### config.mk
export PLATFORM = sky130hd
export DESIGN_NAME = drum_voice_sched
export DESIGN_NICKNAME = d
export VERILOG_FILES = /design/src/rtl/drum_voice_sched.sv
export SDC_FILE = /design/constraint.sdc
export NUM_CORES = 1
export LEC_CHECK = 0
export BUFFER_PORTS_ARGS = -buffer_cell sky130_fd_sc_hd__buf_2
export CORE_MARGIN = 2
export CORE_UTILIZATION = 50
export CTS_BUF_LIST = sky130_fd_sc_hd__clkbuf_8 sky130_fd_sc_hd__clkbuf_16
export DETAILED_ROUTE_END_ITERATION = 10
export PLACE_DENSITY = 0.76
export SETUP_SLACK_MARGIN = 0.02
export SYNTH_ARGS = -nofsm -noshare
export SYNTH_HDL_FRONTEND = slang
export SYNTH_SLANG_ARGS = --single-unit
### constraint.sdc
create_clock -name clk -period 5.15 [get_ports clk]
set_input_delay 1.03 -clock clk [delete_from_list [all_inputs] [get_ports clk]]
set_output_delay 1.03 -clock clk [all_outputs]
set_load 0.02 [all_outputs]
### src/rtl/drum_voice_sched.sv
//------------------------------------------------------------------------------
// drum_voice_sched
//
// Purpose:
//   Shares one synchronous single-port sample ROM among NUM_VOICES one-shot
//   drum voices. On every sample-rate tick it walks all voice slots in fixed
//   order. Each slot takes two cycles (ADDR, DATA) whether or not the voice is
//   playing. It sums the signed samples of the active voices, saturates the
//   sum to DATA_W bits and presents it in offset-binary form.
//
// Parameters:
//   NUM_VOICES  number of voice slots (2..8)
//   ADDR_W      sample ROM address width
//   DATA_W      sample width (ROM holds signed two's-complement samples)
//
// Ports:
//   clk           system clock
//   rst           asynchronous active-high reset
//   tick          one-cycle sample-rate strobe (ignored while busy)
//   trig          per-voice start pulse (restarts at offset 0)
//   voice_base    voice i start address at [i*ADDR_W +: ADDR_W]
//   voice_len     voice i length in samples at [i*ADDR_W +: ADDR_W], 0 = off
//   rom_rd        ROM read strobe
//   rom_addr      ROM address
//   rom_data      ROM read data, valid one cycle after rom_rd
//   sample_out    mixed sample, offset binary (silence = 0x80 for 8 bits)
//   sample_valid  one-cycle pulse when sample_out updates
//   active        per-voice playing flag
//   busy          scan in progress
//   overrun       (only with DRUM_SCHED_OVERRUN_EN) sticky: tick seen while
//                 busy; cleared by rst only
//
// Optional feature macro: DRUM_SCHED_OVERRUN_EN
//------------------------------------------------------------------------------
module drum_voice_sched #(
    parameter int NUM_VOICES = 4,
    parameter int ADDR_W     = 12,
    parameter int DATA_W     = 8
) (
    input  logic                         clk,
    input  logic                         rst,
    input  logic                         tick,
    input  logic [NUM_VOICES-1:0]        trig,
    input  logic [NUM_VOICES*ADDR_W-1:0] voice_base,
    input  logic [NUM_VOICES*ADDR_W-1:0] voice_len,
    output logic                         rom_rd,
    output logic [ADDR_W-1:0]            rom_addr,
    input  logic [DATA_W-1:0]            rom_data,
    output logic [DATA_W-1:0]            sample_out,
    output logic                         sample_valid,
    output logic [NUM_VOICES-1:0]        active,
    output logic                         busy
`ifdef DRUM_SCHED_OVERRUN_EN
    ,
    output logic                         overrun
`endif
);

    localparam int SW = $clog2(NUM_VOICES);
    localparam int AW = DATA_W + $clog2(NUM_VOICES) + 1;

    localparam logic signed [AW-1:0] SMAX = AW'((2 ** (DATA_W - 1)) - 1);
    localparam logic signed [AW-1:0] SMIN = AW'(-(2 ** (DATA_W - 1)));

    typedef enum logic [1:0] {
        IDLE,
        ADDR,
        DATA,
        DONE
    } state_t;

    state_t                  state;
    logic [SW-1:0]           slot;
    logic [ADDR_W-1:0]       offset [NUM_VOICES];
    logic [NUM_VOICES-1:0]   pending;
    logic signed [AW-1:0]    acc;

    // Combinational helpers
    logic [NUM_VOICES-1:0]   trig_ok;
    logic [SW-1:0]           nslot;
    logic [ADDR_W-1:0]       cur_len;
    logic [ADDR_W-1:0]       cur_off1;
    logic [ADDR_W-1:0]       nxt_base;
    logic [ADDR_W-1:0]       base0;
    logic signed [AW-1:0]    ext;
    logic [DATA_W-1:0]       sat;

    // Triggers on zero-length voices are dropped at the source, so they
    // never reach pending or active.
    always_comb begin
        trig_ok = '0;
        for (int unsigned i = 0; i < NUM_VOICES; i++) begin
            trig_ok[i] = trig[i] & (|voice_len[i*ADDR_W +: ADDR_W]);
        end
    end

    always_comb begin
        nslot    = (int'(slot) == NUM_VOICES - 1) ? '0 : slot + 1'b1;
        cur_len  = voice_len[int'(slot) * ADDR_W +: ADDR_W];
        cur_off1 = offset[slot] + 1'b1;
        nxt_base = voice_base[int'(nslot) * ADDR_W +: ADDR_W];
        base0    = voice_base[ADDR_W-1:0];
        ext      = {{(AW - DATA_W){rom_data[DATA_W-1]}}, rom_data};
    end

    always_comb begin
        if (acc > SMAX) begin
            sat = SMAX[DATA_W-1:0];
        end else if (acc < SMIN) begin
            sat = SMIN[DATA_W-1:0];
        end else begin
            sat = acc[DATA_W-1:0];
        end
    end

    // The ROM read for a slot is issued on the edge that enters ADDR, so
    // rom_rd is high during the ADDR cycle and the data lands during DATA.
    always_ff @(posedge clk or posedge rst) begin
        if (rst) begin
            state        <= IDLE;
            slot         <= '0;
            acc          <= '0;
            pending      <= '0;
            active       <= '0;
            busy         <= 1'b0;
            rom_rd       <= 1'b0;
            rom_addr     <= '0;
            sample_out   <= {1'b1, {(DATA_W - 1){1'b0}}};
            sample_valid <= 1'b0;
            for (int unsigned i = 0; i < NUM_VOICES; i++) begin
                offset[i] <= '0;
            end
`ifdef DRUM_SCHED_OVERRUN_EN
            overrun      <= 1'b0;
`endif
        end else begin
            rom_rd       <= 1'b0;
            sample_valid <= 1'b0;

`ifdef DRUM_SCHED_OVERRUN_EN
            if (tick && state != IDLE) begin
                overrun <= 1'b1;
            end
`endif

            case (state)
                IDLE: begin
                    for (int unsigned i = 0; i < NUM_VOICES; i++) begin
                        if (trig_ok[i]) begin
                            active[i] <= 1'b1;
                            offset[i] <= '0;
                        end
                    end
                    if (tick) begin
                        acc   <= '0;
                        slot  <= '0;
                        busy  <= 1'b1;
                        state <= ADDR;
                        // Slot 0 sees a same-cycle trigger as already applied.
                        if (trig_ok[0]) begin
                            rom_rd   <= 1'b1;
                            rom_addr <= base0;
                        end else if (active[0]) begin
                            rom_rd   <= 1'b1;
                            rom_addr <= base0 + offset[0];
                        end
                    end
                end

                ADDR: begin
                    pending <= pending | trig_ok;
                    state   <= DATA;
                end

                DATA: begin
                    pending <= pending | trig_ok;
                    if (active[slot]) begin
                        acc <= acc + ext;
                        if (cur_off1 == cur_len) begin
                            active[slot] <= 1'b0;
                            offset[slot] <= '0;
                        end else begin
                            offset[slot] <= cur_off1;
                        end
                    end
                    if (int'(slot) == NUM_VOICES - 1) begin
                        state <= DONE;
                    end else begin
                        slot  <= nslot;
                        state <= ADDR;
                        if (active[nslot]) begin
                            rom_rd   <= 1'b1;
                            rom_addr <= nxt_base + offset[nslot];
                        end
                    end
                end

                DONE: begin
                    sample_out   <= {~sat[DATA_W-1], sat[DATA_W-2:0]};
                    sample_valid <= 1'b1;
                    busy         <= 1'b0;
                    state        <= IDLE;
                    // Triggers arriving in this very cycle are applied too.
                    for (int unsigned i = 0; i < NUM_VOICES; i++) begin
                        if (pending[i] || trig_ok[i]) begin
                            active[i] <= 1'b1;
                            offset[i] <= '0;
                        end
                    end
                    pending <= '0;
                end

                default: state <= IDLE;
            endcase
        end
    end

endmodule
=== Word level (Yosys, flattened, before mapping) ===
Index checks and enable logic that the tools add are counted.

* $add $sub $neg: 5
* Equality and inequality tests: 19
* $mul: 2
* Reductions and logical operators: 28
* Div/mod/pow operators: 0
* Shift-type cells: 2
* Order comparisons: 8
* Mux-type cells: 65
* Bitwise operators: 12

{| class="wikitable"
|+ Operators by type and width
! operator !! number
|-
| $mux W12 || 18
|-
| $pmux W48 S3 || 1
|-
| $mux W48 || 2
|-
| $shiftx A48 B7 Y12 || 2
|-
| $and A48 B48 Y48 || 1
|-
| $bmux W12 S2 || 2
|-
| $bwmux W48 || 1
|-
| $not A48 Y48 || 1
|-
| $reduce_or A12 Y1 || 4
|-
| $ne A2 B2 Y1 const B || 13
|-
| $reduce_and A5 Y1 || 5
|-
| $add A12 B12 Y12 || 2
|-
| $demux W12 S2 || 1
|-
| $pmux W12 S2 || 1
|-
| $mux W11 || 2
|-
| $pmux W11 S2 || 1
|-
| $mux W1 || 18
|-
| $mux W8 || 2
|-
| $reduce_and A4 Y1 || 4
|-
| $add A12 B1 Y12 const B || 1
|-
| $eq A12 B12 Y1 || 1
|-
| $pmux W4 S3 || 1
|-
| $add A11 B8 Y11 || 1
|-
| $gt A11 B8 Y1 const B || 1
|-
| other kinds (32) || 55
|}

* Register bits: 94
* Memories kept: 0
* Output and inout port bits: 27
* Latch bits: 0
* Bits in writable memories: 0
* Memory bits (read-only): 0
* Word-level logic and storage cells: 158
* Bits of input ports: 111

=== Depth between registers and ports, before layout ===
* Depth after elaboration: 10
* Mapped depth: 19
* Gate-level depth less buffers: 13

=== Least setup slack after synthesis ===
Ideal clock, no wire load.

* Path kind: reg2reg
* From: register slot[0]
* To: register rom_addr[10]
* Buffers on the path: 6
* Setup slack: 161 ps
* Required time: 5067 ps
* Cell stages (with the launch flop): 19
* Library setup time: 83 ps
* Clock period less this slack: 4989 ps
* Data arrival time: 4906 ps
* Cells stage by stage: dfrtp_1 -> buf_6 -> buf_8 -> buf_4 -> buf_2 -> nor2_1 -> clkbuf_1 -> clkbuf_1 -> mux4_2 -> ha_1 -> fa_1 -> a21o_1 -> a21oi_1 -> nor2b_1 -> o21a_1 -> o41ai_1 -> a31oi_1 -> o31a_1 -> o21ai_0

* Word-level cells in the longest chain between the ends: 10
* Elaborated cells between the ends (all ways): 18
* Those cells by class: add/sub (2); mul (1); eq/ne (3); shift (1); mux (9); bitwise (1); reduce/logical (1)

{| class="wikitable"
|+ Ends and longest elaborated chain
! element !! RTL line !! source
|-
| start, declared || 73 || <nowiki>logic [SW-1:0] slot;</nowiki>
|-
| start signal, assigned || 189 || <nowiki>slot <= nslot;</nowiki>
|-
| parallel branches: the longest is 10 deep, another holds $add A12 B12 Y12 || n/a ||
|-
| end signal, assigned || 162 || <nowiki>rom_addr <= base0;</nowiki>
|-
| end signal, assigned || 165 || <nowiki>rom_addr <= base0 + offset[0];</nowiki>
|-
| end signal, assigned || 193 || <nowiki>rom_addr <= nxt_base + offset[nslot];</nowiki>
|-
| end, declared || 47 || <nowiki>output logic [ADDR_W-1:0] rom_addr,</nowiki>
|}

Several ways; the timed one is not identified. The select of a mux whose other input is x is not followed.
A chain may end at the register's enable or synchronous reset.

=== Worst setup path after layout ===
* From: register slot[0]
* To: register rom_addr[11]

Same word-level chain as after synthesis.

==> impl_metrics.tcl <==
set metrics [dict create \
    timing.final.max_slew_violations 0 \
    fin_nets 988 \
    cts.hold.buffers_added 0 \
    core-area_um2 13900 \
    drc 0 \
    firstDrtPassIters 8 \
    worst_slew_margin_rel 0.269 \
    critical_path.startpoint "slot[0]$_DFFE_PP0P_" \
    internal_power_mw 2.11 \
    worstHoldStart "sample_out[2]$_DFFE_PP0P_" \
    synth_edf_count 0 \
    cts.path.max_buffers 2 \
    die_height_um 123 \
    gr-usage-all-layers 0.282 \
    synth-main-ff-cell "dfrtp_1" \
    worst_slew_pin_slew_ps 1090 \
    fp-row-count 43 \
    timing.hold.worst.class "reg -> reg" \
    io_pins 138 \
    first_pass_grt_wire_length_mm 32.9 \
    timing.clock.skew_ps 5.52 \
    commonest_non_fill_non_tap_cells_in_the_layout "137 x buf_2, 92 x dfrtp_1, 81 x nand2_1, 55 x o21ai_0" \
    start_kind "register" \
    clockPowerShare 0.181 \
    die_area_um2 15200 \
    max_cap_violations 0 \
    finalCritPeriodShare 0.864 \
    critical_path.most_common_cell "ha_1" \
    postSynthRegisterBits 94 \
    totalWireLength_mm 20.5 \
    layout-area-overhead-vs-synth_pct 15.7 \
    initial_antenna_violation_count 0 \
    clock_root_buffer "clkbuf_16" \
    leakagePower_nw 3.70 \
    comb_power_share 0.546 \
    synth_async_sr_flop_share 1.00 \
    report.power.total_mw 3.78 \
    number_of_global_route_vias_before_repair 6292 \
    die_x_um 123 \
    antenna_fix_cells 0 \
    max_clock_freq_ghz 0.225 \
    cts_resized 0 \
    post-dp-hpwl_mm 15.8 \
    grt_start_max_net_pins 41 \
    crit_slowest_cell "dfrtp_2" \
    power_switching_mw 1.66 \
    crit_family "compound AO/OA/AOI/OAI gates" \
    netSwitchingFraction 0.440 \
    avgViaCountPerCell 6.36 \
    gp_congestion 0.918 \
    cts.repair_timing.setup_buffer_count 0 \
    route.antenna.remaining_nets 0 \
    syn_area_cell_um2 9.93 \
    mappedNetlistArea_um2 7120 \
    placed_cells 1006 \
    io_buffers 137 \
    layout.cells.most_common "buf_2" \
    worstSkewPairLatency_ps 350 \
    hold_ws_ps 466 \
    setup.worst_path.class "reg -> reg" \
    setup_tns_ps 0 \
    wire_per_inst_um 20.0 \
    start_util 0.513 \
    worst_ep_arrival_time_ps 4680 \
    max_stage_delay_ps 600 \
    critical_path.reg2reg.startpoint "slot[0]$_DFFE_PP0P_" \
    dr_total_vias 6498 \
    worstSetupEndpointType "register" \
    critPathBufInv 2 \
    layout.cells.non_filler 1022 \
    cts_htree_levels 3 \
    power_density_nw_per_um2 458 \
    detailedRoute.firstIterationViolations 674 \
    cp.required_ps 5380 \
    gr-total-overflow 0 \
    grt_setup_unrepaired "no" \
    finalHoldViolations 0 \
    worst_setup_hold_path_clk_slew_ps 70 \
    post_synth_num_cell_types 64 \
    post_route_cells_drive_above_1_share 0.266 \
    cts_made_buffers 9 \
    cts_tree "built" \
    mappedNetlistNets 868 \
    cp_max_fo 21 \
    run_status "completed" \
    power.share.sequential 0.272 \
    timing.final.crit_period_ps 4450 \
    vdd_ir_drop_max_uv 234 \
    timing.final.setup_violations 0 \
    synthesis.yosys.warnings 0 \
    ordered_cell_list_for_the_critical_path "inv_1 > ha_1 > buf_4 > mux4_2 > ha_1 > and2_1 > a22o_1 > o41ai_1 > o211ai_1 > a21oi_1 > xnor2_1 > nor3_1 > or3_1" \
    numClockSinks 94 \
    synthesized_instance_count 717 \
    synth_sequential_area_ratio 0.331 \
]
[flip-flops by register name, summed over array words and instances, names as in the netlist]
register      count
acc              11
busy              1
rom_rd            1
offset           48
sample_out        8
state             2
rom_addr         12
pending           4
sample_valid      1
active            4
slot              2
[cells in the mapped netlist (all sizes together) (3+ instances only)]
cell,count,area share
a211oi,10,0.011
a21o,7,0.0074
a21oi,37,0.026
a22o,34,0.042
a31oi,7,0.0061
a32o,4,0.0056
and3,6,0.0053
buf,10,0.011
clkbuf,27,0.014
dfrtp,93,0.33
fa,3,0.0084
ha,37,0.065
inv,24,0.013
mux2i,7,0.0098
mux4,48,0.15
nand2,81,0.043
nand2b,5,0.0044
nand3,16,0.012
nand4,8,0.0070
nor2,49,0.026
nor2b,10,0.0098
nor3,14,0.0098
nor4,15,0.013
o211ai,10,0.011
o21a,5,0.0053
o21ai,60,0.042
o21bai,5,0.0053
o31ai,6,0.0063
or3,4,0.0035
xnor2,28,0.035
xor2,13,0.016
[routing by layer]
| metal | GRT usage | routed length, um | up-vias |
|---|---|---|---|
| li1 | - | - | 2968 |
| met1 | 0.392 | 8740 | 3092 |
| met2 | 0.448 | 9280 | 385 |
| met3 | 0.0563 | 1920 | 53 |
| met4 | 0.0845 | 539 | 0 |
| met5 | 0 | 0 | - |
[final timing paths]
| path | to | slack [ps] | depth (start not counted) |
|---|---|---|---|
| hold reg to reg | sample_out[2]$_DFFE_PP0P_ | 470 | 2 |
| setup / recovery | rom_addr[11]$_DFFE_PP0P_ | 700 | 13 |
| min in group asynchronous | sample_out[0]$_DFFE_PP0P_ | 680 | 2 |
| setup reg to reg | rom_addr[11]$_DFFE_PP0P_ | 700 | 13 |
| hold / removal | sample_out[2]$_DFFE_PP0P_ | 470 | 2 |
| max in group asynchronous | slot[0]$_DFFE_PP0P_ | 3610 | 3 |
[final cells by class]
class	instances	area (um^2)
timing repair buffer	146	753
sequential	94	2350
multi-input combinational	561	4500
inverter	25	95.1
fill	1214	5650
clock inverter	5	50.0
clock buffer	11	253
tap	180	225
[power by group through the flow]
stage / clock network (mW) / logic [mW] / registers (mW)
floorplan: 0 / 1.49 / 1.08
global placement: 0 / 2.00 / 1.04
detailed placement: 0 / 2.04 / 1.04
CTS: 0.695 / 2.04 / 1.03
global route: 0.729 / 2.26 / 1.05
finish: 0.685 / 2.06 / 1.03
[cell families (layout without fill, tap and decap cells)]
kind of cell,Yosys count,count (layout),share of synthesized area
and+or+nand+nor,218,218,0.146
AOI/OAI and AO/OA,205,205,0.192
DFF,94,94,0.331
buffers and inverters,62,187,0.0388
muxes,55,55,0.162
xor gates and xnor gates,43,43,0.0578
adders and majority gates,40,40,0.0734
[worst min-delay path, stage by stage (launching register included)]
cell	delay, ps
dfrtp_1	340
nand2_1	50
nand2_1	50
[metrics by stage]
| stage | worst slack (ps) | area [um^2] | utilization |
|---|---|---|---|
| after floorplan | 161 | 7120 | - |
| after global placement | 916 | 7930 | 0.571 |
| after detailed placement | 739 | 7930 | 0.571 |
| after CTS | 731 | 8240 | 0.593 |
| after global routing | 393 | 8240 | 0.593 |
| final | 698 | 8240 | 0.593 |
Note: power is estimated with default switching activity, not from simulation.
